`src/rtl/color_blend_pipe_if.sv`:
```
// color_blend_pipe_if: pixel, control and status bundle for color_blend_pipe.
interface color_blend_pipe_if #(parameter int CH_WIDTH = 4, parameter int NUM_CH = 3);
  logic                         i_CEN;
  logic [NUM_CH*CH_WIDTH-1:0]   i_OBJPIXEL;
  logic [NUM_CH*CH_WIDTH-1:0]   i_TMPIXEL;
  logic                         i_TMEN;
  logic [1:0]                   i_BLENDMODE;
  logic                         i_OUTEN;
  logic                         i_FORCEWHITE;
  logic                         i_VALID;
  logic                         i_FADE_START;
  logic                         i_FADE_DIR;
  logic [NUM_CH*CH_WIDTH-1:0]   o_OUT;
  logic                         o_VALID;
  logic [NUM_CH-1:0]            o_CARRY;
  logic                         o_FADE_BUSY;
  logic                         o_FADE_DONE;
  logic [CH_WIDTH-1:0]          o_FADE_LEVEL;
  modport master (
    output i_CEN, i_OBJPIXEL, i_TMPIXEL, i_TMEN, i_BLENDMODE, i_OUTEN, i_FORCEWHITE,
           i_VALID, i_FADE_START, i_FADE_DIR,
    input  o_OUT, o_VALID, o_CARRY, o_FADE_BUSY, o_FADE_DONE, o_FADE_LEVEL
  );
  modport slave (
    input  i_CEN, i_OBJPIXEL, i_TMPIXEL, i_TMEN, i_BLENDMODE, i_OUTEN, i_FORCEWHITE,
           i_VALID, i_FADE_START, i_FADE_DIR,
    output o_OUT, o_VALID, o_CARRY, o_FADE_BUSY, o_FADE_DONE, o_FADE_LEVEL
  );
endinterface

```
`src/rtl/color_blend_pipe.sv`:
```
// color_blend_pipe: 2-stage multi-channel obj/tilemap blender with fade-to-black FSM.
// Define COLOR_BLEND_WRAP_EN to make add/subtract wrap instead of saturate.
module color_blend_pipe #(
  parameter int CH_WIDTH = 4,
  parameter int NUM_CH   = 3,
  parameter int FADE_DIV = 4
) (
  input  logic i_EMU_MCLK,
  input  logic i_EMU_RST_n,
  color_blend_pipe_if.slave bus
);
  localparam int PW = NUM_CH * CH_WIDTH;
  localparam int DW = $clog2(FADE_DIV + 1);
  localparam logic [CH_WIDTH-1:0] MAX = '1;
  localparam logic [DW-1:0] DIV_LAST = DW'(FADE_DIV - 1);
  typedef enum logic {IDLE, RUN} state_t;
  // Returns {carry/borrow, channel result}
  function automatic logic [CH_WIDTH:0] blend(input logic [CH_WIDTH-1:0] a, b, input logic [1:0] m);
    logic [CH_WIDTH:0] s, d;
    s = {1'b0, a} + {1'b0, b};
    d = {1'b0, a} - {1'b0, b};
`ifdef COLOR_BLEND_WRAP_EN
    return m == 2'b01 ? s : m == 2'b10 ? d : m == 2'b11 ? {1'b0, s[CH_WIDTH:1]} : {1'b0, a};
`else
    return m == 2'b01 ? {s[CH_WIDTH], s[CH_WIDTH] ? MAX : s[CH_WIDTH-1:0]} :
           m == 2'b10 ? {d[CH_WIDTH], d[CH_WIDTH] ? {CH_WIDTH{1'b0}} : d[CH_WIDTH-1:0]} :
           m == 2'b11 ? {1'b0, s[CH_WIDTH:1]} : {1'b0, a};
`endif
  endfunction
  logic [PW-1:0]       pix1_q, pix1_d, out_q, out_d;
  logic [NUM_CH-1:0]   carry1_q, carry1_d, carry_q;
  logic                valid1_q, outen1_q, fw1_q, valid_q;
  state_t              state_q, state_d;
  logic                dir_q, dir_d, done_q, done_d;
  logic [DW-1:0]       div_q, div_d;
  logic [CH_WIDTH-1:0] level_q, level_d, end_lvl;
  always_comb begin
    pix1_d   = '0;
    carry1_d = '0;
    out_d    = '0;
    for (int c = 0; c < NUM_CH; c++) begin
      {carry1_d[c], pix1_d[c*CH_WIDTH +: CH_WIDTH]} = blend(bus.i_OBJPIXEL[c*CH_WIDTH +: CH_WIDTH],
          bus.i_TMEN ? bus.i_TMPIXEL[c*CH_WIDTH +: CH_WIDTH] : {CH_WIDTH{1'b0}}, bus.i_BLENDMODE);
      out_d[c*CH_WIDTH +: CH_WIDTH] = !outen1_q ? {CH_WIDTH{1'b0}} : fw1_q ? MAX :
          pix1_q[c*CH_WIDTH +: CH_WIDTH] > level_q ? pix1_q[c*CH_WIDTH +: CH_WIDTH] - level_q : {CH_WIDTH{1'b0}};
    end
  end
  assign end_lvl = dir_q ? MAX : '0;
  // A start in either state restarts from the current level; an end-level check precedes stepping
  always_comb begin
    state_d = state_q;
    dir_d   = dir_q;
    div_d   = div_q;
    level_d = level_q;
    done_d  = 1'b0;
    if (bus.i_FADE_START) begin
      state_d = RUN;
      dir_d   = bus.i_FADE_DIR;
      div_d   = '0;
    end else if (state_q == RUN) begin
      if (level_q == end_lvl) begin
        state_d = IDLE;
        done_d  = 1'b1;
      end else if (div_q == DIV_LAST) begin
        div_d   = '0;
        level_d = dir_q ? level_q + 1'b1 : level_q - 1'b1;
        state_d = level_d == end_lvl ? IDLE : RUN;
        done_d  = level_d == end_lvl;
      end else begin
        div_d = div_q + 1'b1;
      end
    end
  end
  always_ff @(posedge i_EMU_MCLK or negedge i_EMU_RST_n) begin
    if (!i_EMU_RST_n) begin
      pix1_q   <= '0;
      carry1_q <= '0;
      valid1_q <= 1'b0;
      outen1_q <= 1'b0;
      fw1_q    <= 1'b0;
      out_q    <= '0;
      carry_q  <= '0;
      valid_q  <= 1'b0;
      state_q  <= IDLE;
      dir_q    <= 1'b0;
      div_q    <= '0;
      level_q  <= '0;
      done_q   <= 1'b0;
    end else if (bus.i_CEN) begin
      pix1_q   <= pix1_d;
      carry1_q <= carry1_d;
      valid1_q <= bus.i_VALID;
      outen1_q <= bus.i_OUTEN;
      fw1_q    <= bus.i_FORCEWHITE;
      out_q    <= out_d;
      carry_q  <= carry1_q;
      valid_q  <= valid1_q;
      state_q  <= state_d;
      dir_q    <= dir_d;
      div_q    <= div_d;
      level_q  <= level_d;
      done_q   <= done_d;
    end
  end
  assign bus.o_OUT        = out_q;
  assign bus.o_VALID      = valid_q;
  assign bus.o_CARRY      = carry_q;
  assign bus.o_FADE_BUSY  = state_q == RUN;
  assign bus.o_FADE_DONE  = done_q;
  assign bus.o_FADE_LEVEL = level_q;
endmodule
```
`src/flat_wrapper.sv`:
```
// flat-port wrapper written by rule: the top's interface ports become plain ports
module color_blend_pipe_flat 
#(
  parameter int CH_WIDTH = 4,
  parameter int NUM_CH   = 3,
  parameter int FADE_DIV = 4
)
  (i_EMU_MCLK, i_EMU_RST_n, bus_i_CEN, bus_i_OBJPIXEL, bus_i_TMPIXEL, bus_i_TMEN, bus_i_BLENDMODE, bus_i_OUTEN, bus_i_FORCEWHITE, bus_i_VALID, bus_i_FADE_START, bus_i_FADE_DIR, bus_o_OUT, bus_o_VALID, bus_o_CARRY, bus_o_FADE_BUSY, bus_o_FADE_DONE, bus_o_FADE_LEVEL);
  color_blend_pipe_if #(.CH_WIDTH(CH_WIDTH), .NUM_CH(NUM_CH)) bus_i ();
  input  logic i_EMU_MCLK;
  input  logic i_EMU_RST_n;
  input wire logic [$bits(bus_i.i_CEN)-1:0] bus_i_CEN;
  input wire logic [$bits(bus_i.i_OBJPIXEL)-1:0] bus_i_OBJPIXEL;
  input wire logic [$bits(bus_i.i_TMPIXEL)-1:0] bus_i_TMPIXEL;
  input wire logic [$bits(bus_i.i_TMEN)-1:0] bus_i_TMEN;
  input wire logic [$bits(bus_i.i_BLENDMODE)-1:0] bus_i_BLENDMODE;
  input wire logic [$bits(bus_i.i_OUTEN)-1:0] bus_i_OUTEN;
  input wire logic [$bits(bus_i.i_FORCEWHITE)-1:0] bus_i_FORCEWHITE;
  input wire logic [$bits(bus_i.i_VALID)-1:0] bus_i_VALID;
  input wire logic [$bits(bus_i.i_FADE_START)-1:0] bus_i_FADE_START;
  input wire logic [$bits(bus_i.i_FADE_DIR)-1:0] bus_i_FADE_DIR;
  output wire logic [$bits(bus_i.o_OUT)-1:0] bus_o_OUT;
  output wire logic [$bits(bus_i.o_VALID)-1:0] bus_o_VALID;
  output wire logic [$bits(bus_i.o_CARRY)-1:0] bus_o_CARRY;
  output wire logic [$bits(bus_i.o_FADE_BUSY)-1:0] bus_o_FADE_BUSY;
  output wire logic [$bits(bus_i.o_FADE_DONE)-1:0] bus_o_FADE_DONE;
  output wire logic [$bits(bus_i.o_FADE_LEVEL)-1:0] bus_o_FADE_LEVEL;
  assign bus_i.i_CEN = bus_i_CEN;
  assign bus_i.i_OBJPIXEL = bus_i_OBJPIXEL;
  assign bus_i.i_TMPIXEL = bus_i_TMPIXEL;
  assign bus_i.i_TMEN = bus_i_TMEN;
  assign bus_i.i_BLENDMODE = bus_i_BLENDMODE;
  assign bus_i.i_OUTEN = bus_i_OUTEN;
  assign bus_i.i_FORCEWHITE = bus_i_FORCEWHITE;
  assign bus_i.i_VALID = bus_i_VALID;
  assign bus_i.i_FADE_START = bus_i_FADE_START;
  assign bus_i.i_FADE_DIR = bus_i_FADE_DIR;
  assign bus_o_OUT = bus_i.o_OUT;
  assign bus_o_VALID = bus_i.o_VALID;
  assign bus_o_CARRY = bus_i.o_CARRY;
  assign bus_o_FADE_BUSY = bus_i.o_FADE_BUSY;
  assign bus_o_FADE_DONE = bus_i.o_FADE_DONE;
  assign bus_o_FADE_LEVEL = bus_i.o_FADE_LEVEL;
  color_blend_pipe #(.CH_WIDTH(CH_WIDTH), .NUM_CH(NUM_CH), .FADE_DIV(FADE_DIV)) u_core (.i_EMU_MCLK(i_EMU_MCLK), .i_EMU_RST_n(i_EMU_RST_n), .bus(bus_i));
endmodule
```
`config.mk`:
```
export PLATFORM = sky130hd
export DESIGN_NAME = color_blend_pipe_flat
export DESIGN_NICKNAME = d
export VERILOG_FILES = /design/src/rtl/color_blend_pipe_if.sv /design/src/rtl/color_blend_pipe.sv /design/src/flat_wrapper.sv
export SDC_FILE = /design/constraint.sdc
export NUM_CORES = 1
export LEC_CHECK = 0
export CAP_MARGIN = 15
export CORE_MARGIN = 10
export CORE_UTILIZATION = 36
export CTS_CLUSTER_DIAMETER = 50
export DETAILED_ROUTE_END_ITERATION = 8
export MAX_ROUTING_LAYER = met4
export PLACE_DENSITY = 0.61
export SLEW_MARGIN = 20
export SYNTH_ARGS = -nofsm -noshare
export SYNTH_HDL_FRONTEND = slang
export SYNTH_SLANG_ARGS = --single-unit
```
`constraint.sdc`:
```
create_clock -name i_EMU_MCLK -period 2.25 [get_ports i_EMU_MCLK]
set_clock_uncertainty 0.2 [all_clocks]
set_input_delay 0.3375 -clock i_EMU_MCLK [delete_from_list [all_inputs] [get_ports i_EMU_MCLK]]
set_output_delay 0.3375 -clock i_EMU_MCLK [all_outputs]
set_load 0.02 [all_outputs]
```
# Word-level counts from Yosys, hierarchy flattened
# Index checks and enable logic that the tools add are counted.
op_classes:
  reduce_logical: 4
  addsub: 12
  magnitude_cmp: 3
  n_mux: 42
  eq_ne: 7
  bitwise: 2
op_table:
  columns: ["op", "count"]
  rows:
  - ["$mux W4", 23]
  - ["$mux W5", 6]
  - ["$add A4 B4 Y5", 3]
  - ["$sub A4 B4 Y5", 3]
  - ["$gt A4 B4 Y1", 3]
  - ["$mux W3", 4]
  - ["$sub A4 B4 Y4", 3]
  - ["$mux W1", 9]
  - ["$eq A4 B4 Y1", 2]
  - ["$reduce_and A5 Y1", 1]
  - ["$add A4 B1 Y4 const B", 1]
  - ["$eq A2 B2 Y1 const B", 2]
  - ["$sub A4 B1 Y4 const B", 1]
  - ["$add A3 B1 Y3 const B", 1]
  - ["$eq A3 B2 Y1 const B", 1]
  - ["$reduce_and A3 Y1", 1]
  - ["$eq A2 B1 Y1 const B", 1]
  - ["$ne A2 B2 Y1 const B", 1]
  - ["$not A1 Y1", 2]
  - ["$reduce_and A2 Y1", 1]
  - ["$reduce_bool A2 Y1", 1]
word_totals:
  in_bits: 35
  regBits: 44
  wordCells: 83

# Logic depth before layout (Yosys ltp)
logic_depth:
  depth_word: 8
  ltp_mapped: 10
  mapped_depth_nobuf: 9

# Worst setup path after synthesis
# Ideal clock, no wire load.
synth_path:
  path_kind: "input to register"
  startpoint: "in bus_i_TMEN"
  endpoint: "reg u_core.pix1_q[8]"
  t_arrival_ns: 2.032
  setup_ns: 0.141
  slack_ns: -0.124
  n_path_buf: 1
  cell_stages: 10
  required_ns: 1.909
  path_cell_list: "clkbuf_1 > and2_1 > ha_1 > inv_1 > fa_1 > a21o_1 > a21oi_1 > nor3_1 > a21oi_1 > a31oi_1"
synth_via:
  elab_chain_cells: 5
  word_cells_on_any_way: 8
  cone_classes: "add/sub (2); mux (6)"
synth_lines:
  columns: ["item", "line", "rtl"]
  rows:
  - ["from (decl)", "flat_wrapper.sv:15", "input wire logic [$bits(bus_i.i_TMEN)-1:0] bus_i_TMEN;"]
  - ["$mux W4 (*)", "color_blend_pipe.sv:43", "bus.i_TMEN ? bus.i_TMPIXEL[c*CH_WIDTH +: CH_WIDTH] : {CH_WIDTH{1'b0}}, bus.i_BLENDMODE);"]
  - ["$add A4 B4 Y5 or $sub A4 B4 Y5 (tied branches)", "color_blend_pipe.sv:20, color_blend_pipe.sv:21", null]
  - ["$mux W4 (on tied branches)", "color_blend_pipe.sv:27, color_blend_pipe.sv:26", null]
  - ["$mux W5", "color_blend_pipe.sv:26", "m == 2'b10 ? {d[CH_WIDTH], d[CH_WIDTH] ? {CH_WIDTH{1'b0}} : d[CH_WIDTH-1:0]} :"]
  - ["$mux W5 (*)", "color_blend_pipe.sv:25", "return m == 2'b01 ? {s[CH_WIDTH], s[CH_WIDTH] ? MAX : s[CH_WIDTH-1:0]} :"]
  - ["to (signal assigned)", "color_blend_pipe.sv:90", "pix1_q <= pix1_d;"]
  - ["to (decl)", "color_blend_pipe.sv:30", "logic [PW-1:0] pix1_q, pix1_d, out_q, out_d;"]
# Every way passes the cells marked *; elsewhere a longest branch is shown, timed or not.
# A chain may end at the register's enable or synchronous reset.

# Worst setup path in the final report
layout_path:
  startpoint: "in bus_i_TMPIXEL[1]"
  endpoint: "reg u_core.pix1_q[3]"
layout_via:
  elab_chain_cells: 5
  word_cells_on_any_way: 8
  cone_classes: "add/sub (2); mux (6)"
layout_lines:
  columns: ["item", "line", "rtl"]
  rows:
  - ["from (decl)", "flat_wrapper.sv:14", "input wire logic [$bits(bus_i.i_TMPIXEL)-1:0] bus_i_TMPIXEL;"]
  - ["$mux W4 (*)", "color_blend_pipe.sv:43", null]
  - ["$add A4 B4 Y5 or $sub A4 B4 Y5 (tied branches)", "color_blend_pipe.sv:20, color_blend_pipe.sv:21", null]
  - ["$mux W4 (on tied branches)", "color_blend_pipe.sv:27, color_blend_pipe.sv:26", null]
  - ["$mux W5", "color_blend_pipe.sv:26", null]
  - ["$mux W5 (*)", "color_blend_pipe.sv:25", null]
# Marks and branches as above.

==> summary.md <==
| Metric | Value |
|---|---|
| Post-synthesis xor/xnor area fraction | under 10% |
| Crit start category | input port |
| # rows | 36 |
| Register bit total from synthesis | 44 |
| Post-Synth Simple-Gate Area | approximately an eighth |
| Largest net degree at the start of global routing | 25 |
| Minimum clock period after layout | ~2.2 ns |
| Starting DRT DRC Count | between 150 and 200 |
| Syn Inst Count | between 400 and 500 |
| # nets final | 601 |
| Worst reg-to-reg path cell count | 6 |
| Buffers on Ports | 56 |
| Final Hold Fails | 0 |
| FF-to-FF End | u_core.bus.o_FADE_BUSY |
| Outcome | finished clean |
| Most common cell after layout, fill and taps aside | buf_4 |
| Netlist cell types | 47 |
| Most frequent cells in the layout | buf_4 (64), clkdlybuf4s50_1 (48), dfrtp_1 (42), inv_1 (40), ha_1 (36) |
| Die Area | between 0.01 and 0.015 mm^2 |
| N_diodes | 0 |
| Critical Path AT | about 2.2 ns |
| Hold wc startpoint | u_core.bus.o_OUT[4] |
| Number of CTS-inserted buffers | 5 |
| Pwr/cell area | 743 mW/mm^2 |
| Post-CTS Setup Inserts | 0 |
| Clock Sinks | 44 |
| Antenna violations before repair | 0 |
| Congestion Overflow GR | 0 |
| Hold Path Depth | 1 |
| Core Area | about 0.0097 mm^2 |
| Placer Congestion | between 0.8 and 0.9 |
| Inst Count DP | approximately 640 |
| Clk buf depth | 2 |
| First-pass GRT wire length | about 15000 um |
| I/O Pins | between 50 and 60 |
| Via Count | approximately 3200 |
| DR pass1 iterations | 4 |
| Via-to-Cell Ratio | 4.95 |
| Primary FF master, synth | dfrtp_1 |
| Fin cells | about 650 |
| Critical path type | input port to register |
| DRC viols | 0 |
| Final Setup Violations | 0 |
| Synth warn | 0 |
| Post-synthesis compound-gate area fraction | between 20% and 30% |
| Antenna-violating nets left | 0 |
| Clk_lat worst skew | slightly below 0.3 ns |
| H-Tree Depth | 2 |
| Req. time, crit path | 2.27 ns |
| R2R Setup Slk | around 0.13 ns |
| Syn avg cell area | around 8.9 um^2 |
| Worst Tran Pin Value | ~0.53 ns |
| Register area share after synthesis | between 30% and 40% |
| Initial core utilization | ~37% |
| Reg clk slew, reported paths | ~0.080 ns |
| Asr flop ratio synth | between 90% and 100% |
| CP endpoint kind | register |
| Hold-critical path endpoint | u_core.bus.o_OUT[4] |
| Post-synth EDFFs | 0 |
| Fmax | roughly 0.46 GHz |
| Slew margin rel. | around two thirds |
| Top post-synthesis cells by area | dfrtp_1 (31%), ha_1 (14%), fa_1 (5.6%), a21oi_1 (5.3%), inv_1 (4.7%) |
| Synth top area share | between 30% and 40% |
| Mux cell area share after synthesis | between 2 and 3% |
| Fin crit share | 95.8% |
| Final core occ | between 50% and 60% |
| Tot Pwr | between 3 and 4 mW |
| Die height | between 100 and 150 um |
| Peak VDD IR | 0.000367 V |
| Largest family of logic cells by synthesized area | compound AO/OA/AOI/OAI gates |
| Vias in the first global route | 3292 |
| WL/cell | about 14 um |
| Post-Syn Nets | about 490 |
| Share of layout cells above drive strength 1 | between 20% and 30% |
| P_leak | between 2 and 2.5 nW |
| CP max FO | 3 |
| Post-DP HPWL | approximately 7500 um |
| CTS tree | built |
| Die W | 120 um |
| Area growth, synth to finish | 40.3% |
| Tot GR Track Use | 13.0% |
| Hold/Removal Path Class | register to register |
| DRT Wirelength | 9260 um |
| RR Startpoint | u_core.bus.o_FADE_LEVEL[0] |
| Max-slew violations | 0 |
| Adder-cell share of the synthesized area | 19.9% |
| Synth area leader | dfrtp_1 |
| Max Cap Violations | 0 |
| Synthesized area | roughly 0.0036 mm^2 |
| Root buf cell | clkbuf_8 |
==> area by class of cell <==
type                            count  area, um^2
Tap cell                          133         166
Sequential cell                    44        1100
Timing Repair Buffer              122        1070
Clock inverter                      2        10.0
Clock buffer                        6        82.6
Inverter                           45         171
Multi-Input combinational cell    297        2420
Fill cell                         966        4710
==> per-stage QoR <==
step           TNS (ns)  worst slack, ns  hold WS, ns  area (um^2)
2_1_floorplan         0           0.0400       -0.158         3590
3_3_place_gp      -7.24           -0.525        0.142         4740
3_5_place_dp      -8.02           -0.586        0.142         4740
4_1_cts         -0.0230          -0.0230        0.306         4920
5_1_grt         -0.0289          -0.0185        0.323         5020
6_report              0           0.0934        0.299         5020
==> kinds of logic after synthesis <==
group | count (synthesis)
adder cells (fa/ha/maj) | 51
flip-flops | 44
AO/OA/AOI/OAI | 121
XOR/XNOR | 23
buffers and inverters | 61
AND/OR/NAND/NOR | 93
multiplexers | 9
==> synth_stat cells, drive strengths merged, types with 3 or more instances <==
| master | instances |
|---|---|
| nand2 | 34 |
| nor2b | 8 |
| o211ai | 6 |
| or3 | 3 |
| buf | 8 |
| o2bb2ai | 3 |
| a21boi | 9 |
| o21ai | 22 |
| nor2 | 17 |
| nand3 | 6 |
| mux2 | 9 |
| a21o | 13 |
| inv | 45 |
| nor3 | 8 |
| a21oi | 39 |
| dfrtp | 44 |
| nor3b | 4 |
| nand2b | 5 |
| a31oi | 8 |
| xnor2 | 16 |
| a41oi | 3 |
| and2 | 3 |
| o21bai | 3 |
| xor2 | 7 |
| o22ai | 7 |
| fa | 10 |
| ha | 41 |
| clkbuf | 8 |
==> registers in the layout, indices dropped and copies added, names as in the netlist <==
| signal | count |
|---|---|
| u_core.dir_q | 1 |
| u_core.valid1_q | 1 |
| u_core.bus.o_VALID | 1 |
| u_core.fw1_q | 1 |
| u_core.bus.o_FADE_DONE | 1 |
| u_core.div_q | 3 |
| u_core.outen1_q | 1 |
| u_core.bus.o_FADE_LEVEL | 4 |
| u_core.pix1_q | 12 |
| u_core.bus.o_OUT | 12 |
| u_core.bus.o_FADE_BUSY | 1 |
| u_core.carry1_q | 3 |
| u_core.bus.o_CARRY | 3 |
==> how the worst max path moves through the flow <==
| stage | startpoint | end | slack (ns) | depth (start not counted) |
|---|---|---|---|---|
| after floorplan | bus_i_TMEN | u_core.pix1_q[8] | 0.04 | 10 |
| after global placement | bus_i_TMEN | u_core.pix1_q[1] | -0.53 | 10 |
| after detailed placement | bus_i_TMEN | u_core.pix1_q[11] | -0.59 | 11 |
| after CTS | bus_i_TMPIXEL[8] | u_core.pix1_q[11] | -0.02 | 10 |
| after global routing | bus_i_TMPIXEL[5] | u_core.pix1_q[6] | -0.02 | 9 |
| final | bus_i_TMPIXEL[1] | u_core.pix1_q[3] | 0.09 | 9 |
==> report_power, final <==
| part | internal, mW | switching [mW] | total, mW |
|---|---|---|---|
| logic | 1.01 | 1.10 | 2.12 |
| registers | 0.984 | 0.120 | 1.10 |
| clock network | 0.245 | 0.266 | 0.512 |
==> worst max-delay path, cell delays in order <==
cell	delay (ns)
clkdlybuf4s50_1	0.45
nand2_1	0.13
buf_4	0.18
ha_1	0.31
nor3b_2	0.05
nor3_1	0.24
xnor2_1	0.21
o22ai_1	0.13
a21oi_1	0.13
==> per-layer routing <==
layer / wire [um] / up-vias / track usage [%]
met3: 261 / 8 / 2.06
met4: 122 / 0 / 3.32
met1: 4370 / 1535 / 15.8
li1: - / 1612 / -
met5: 0 / - / -
met2: 4510 / 57 / 22.1
==> what timing repair did <==
item                                   4_1_cts  5_1_grt
endpoints found under the hold margin       23        0
hold buffers                                 1        0
pin swaps                                   13       21
resized for setup                           28       31
setup endpoints to repair                   15       16
(Power assumes the default switching activity.)
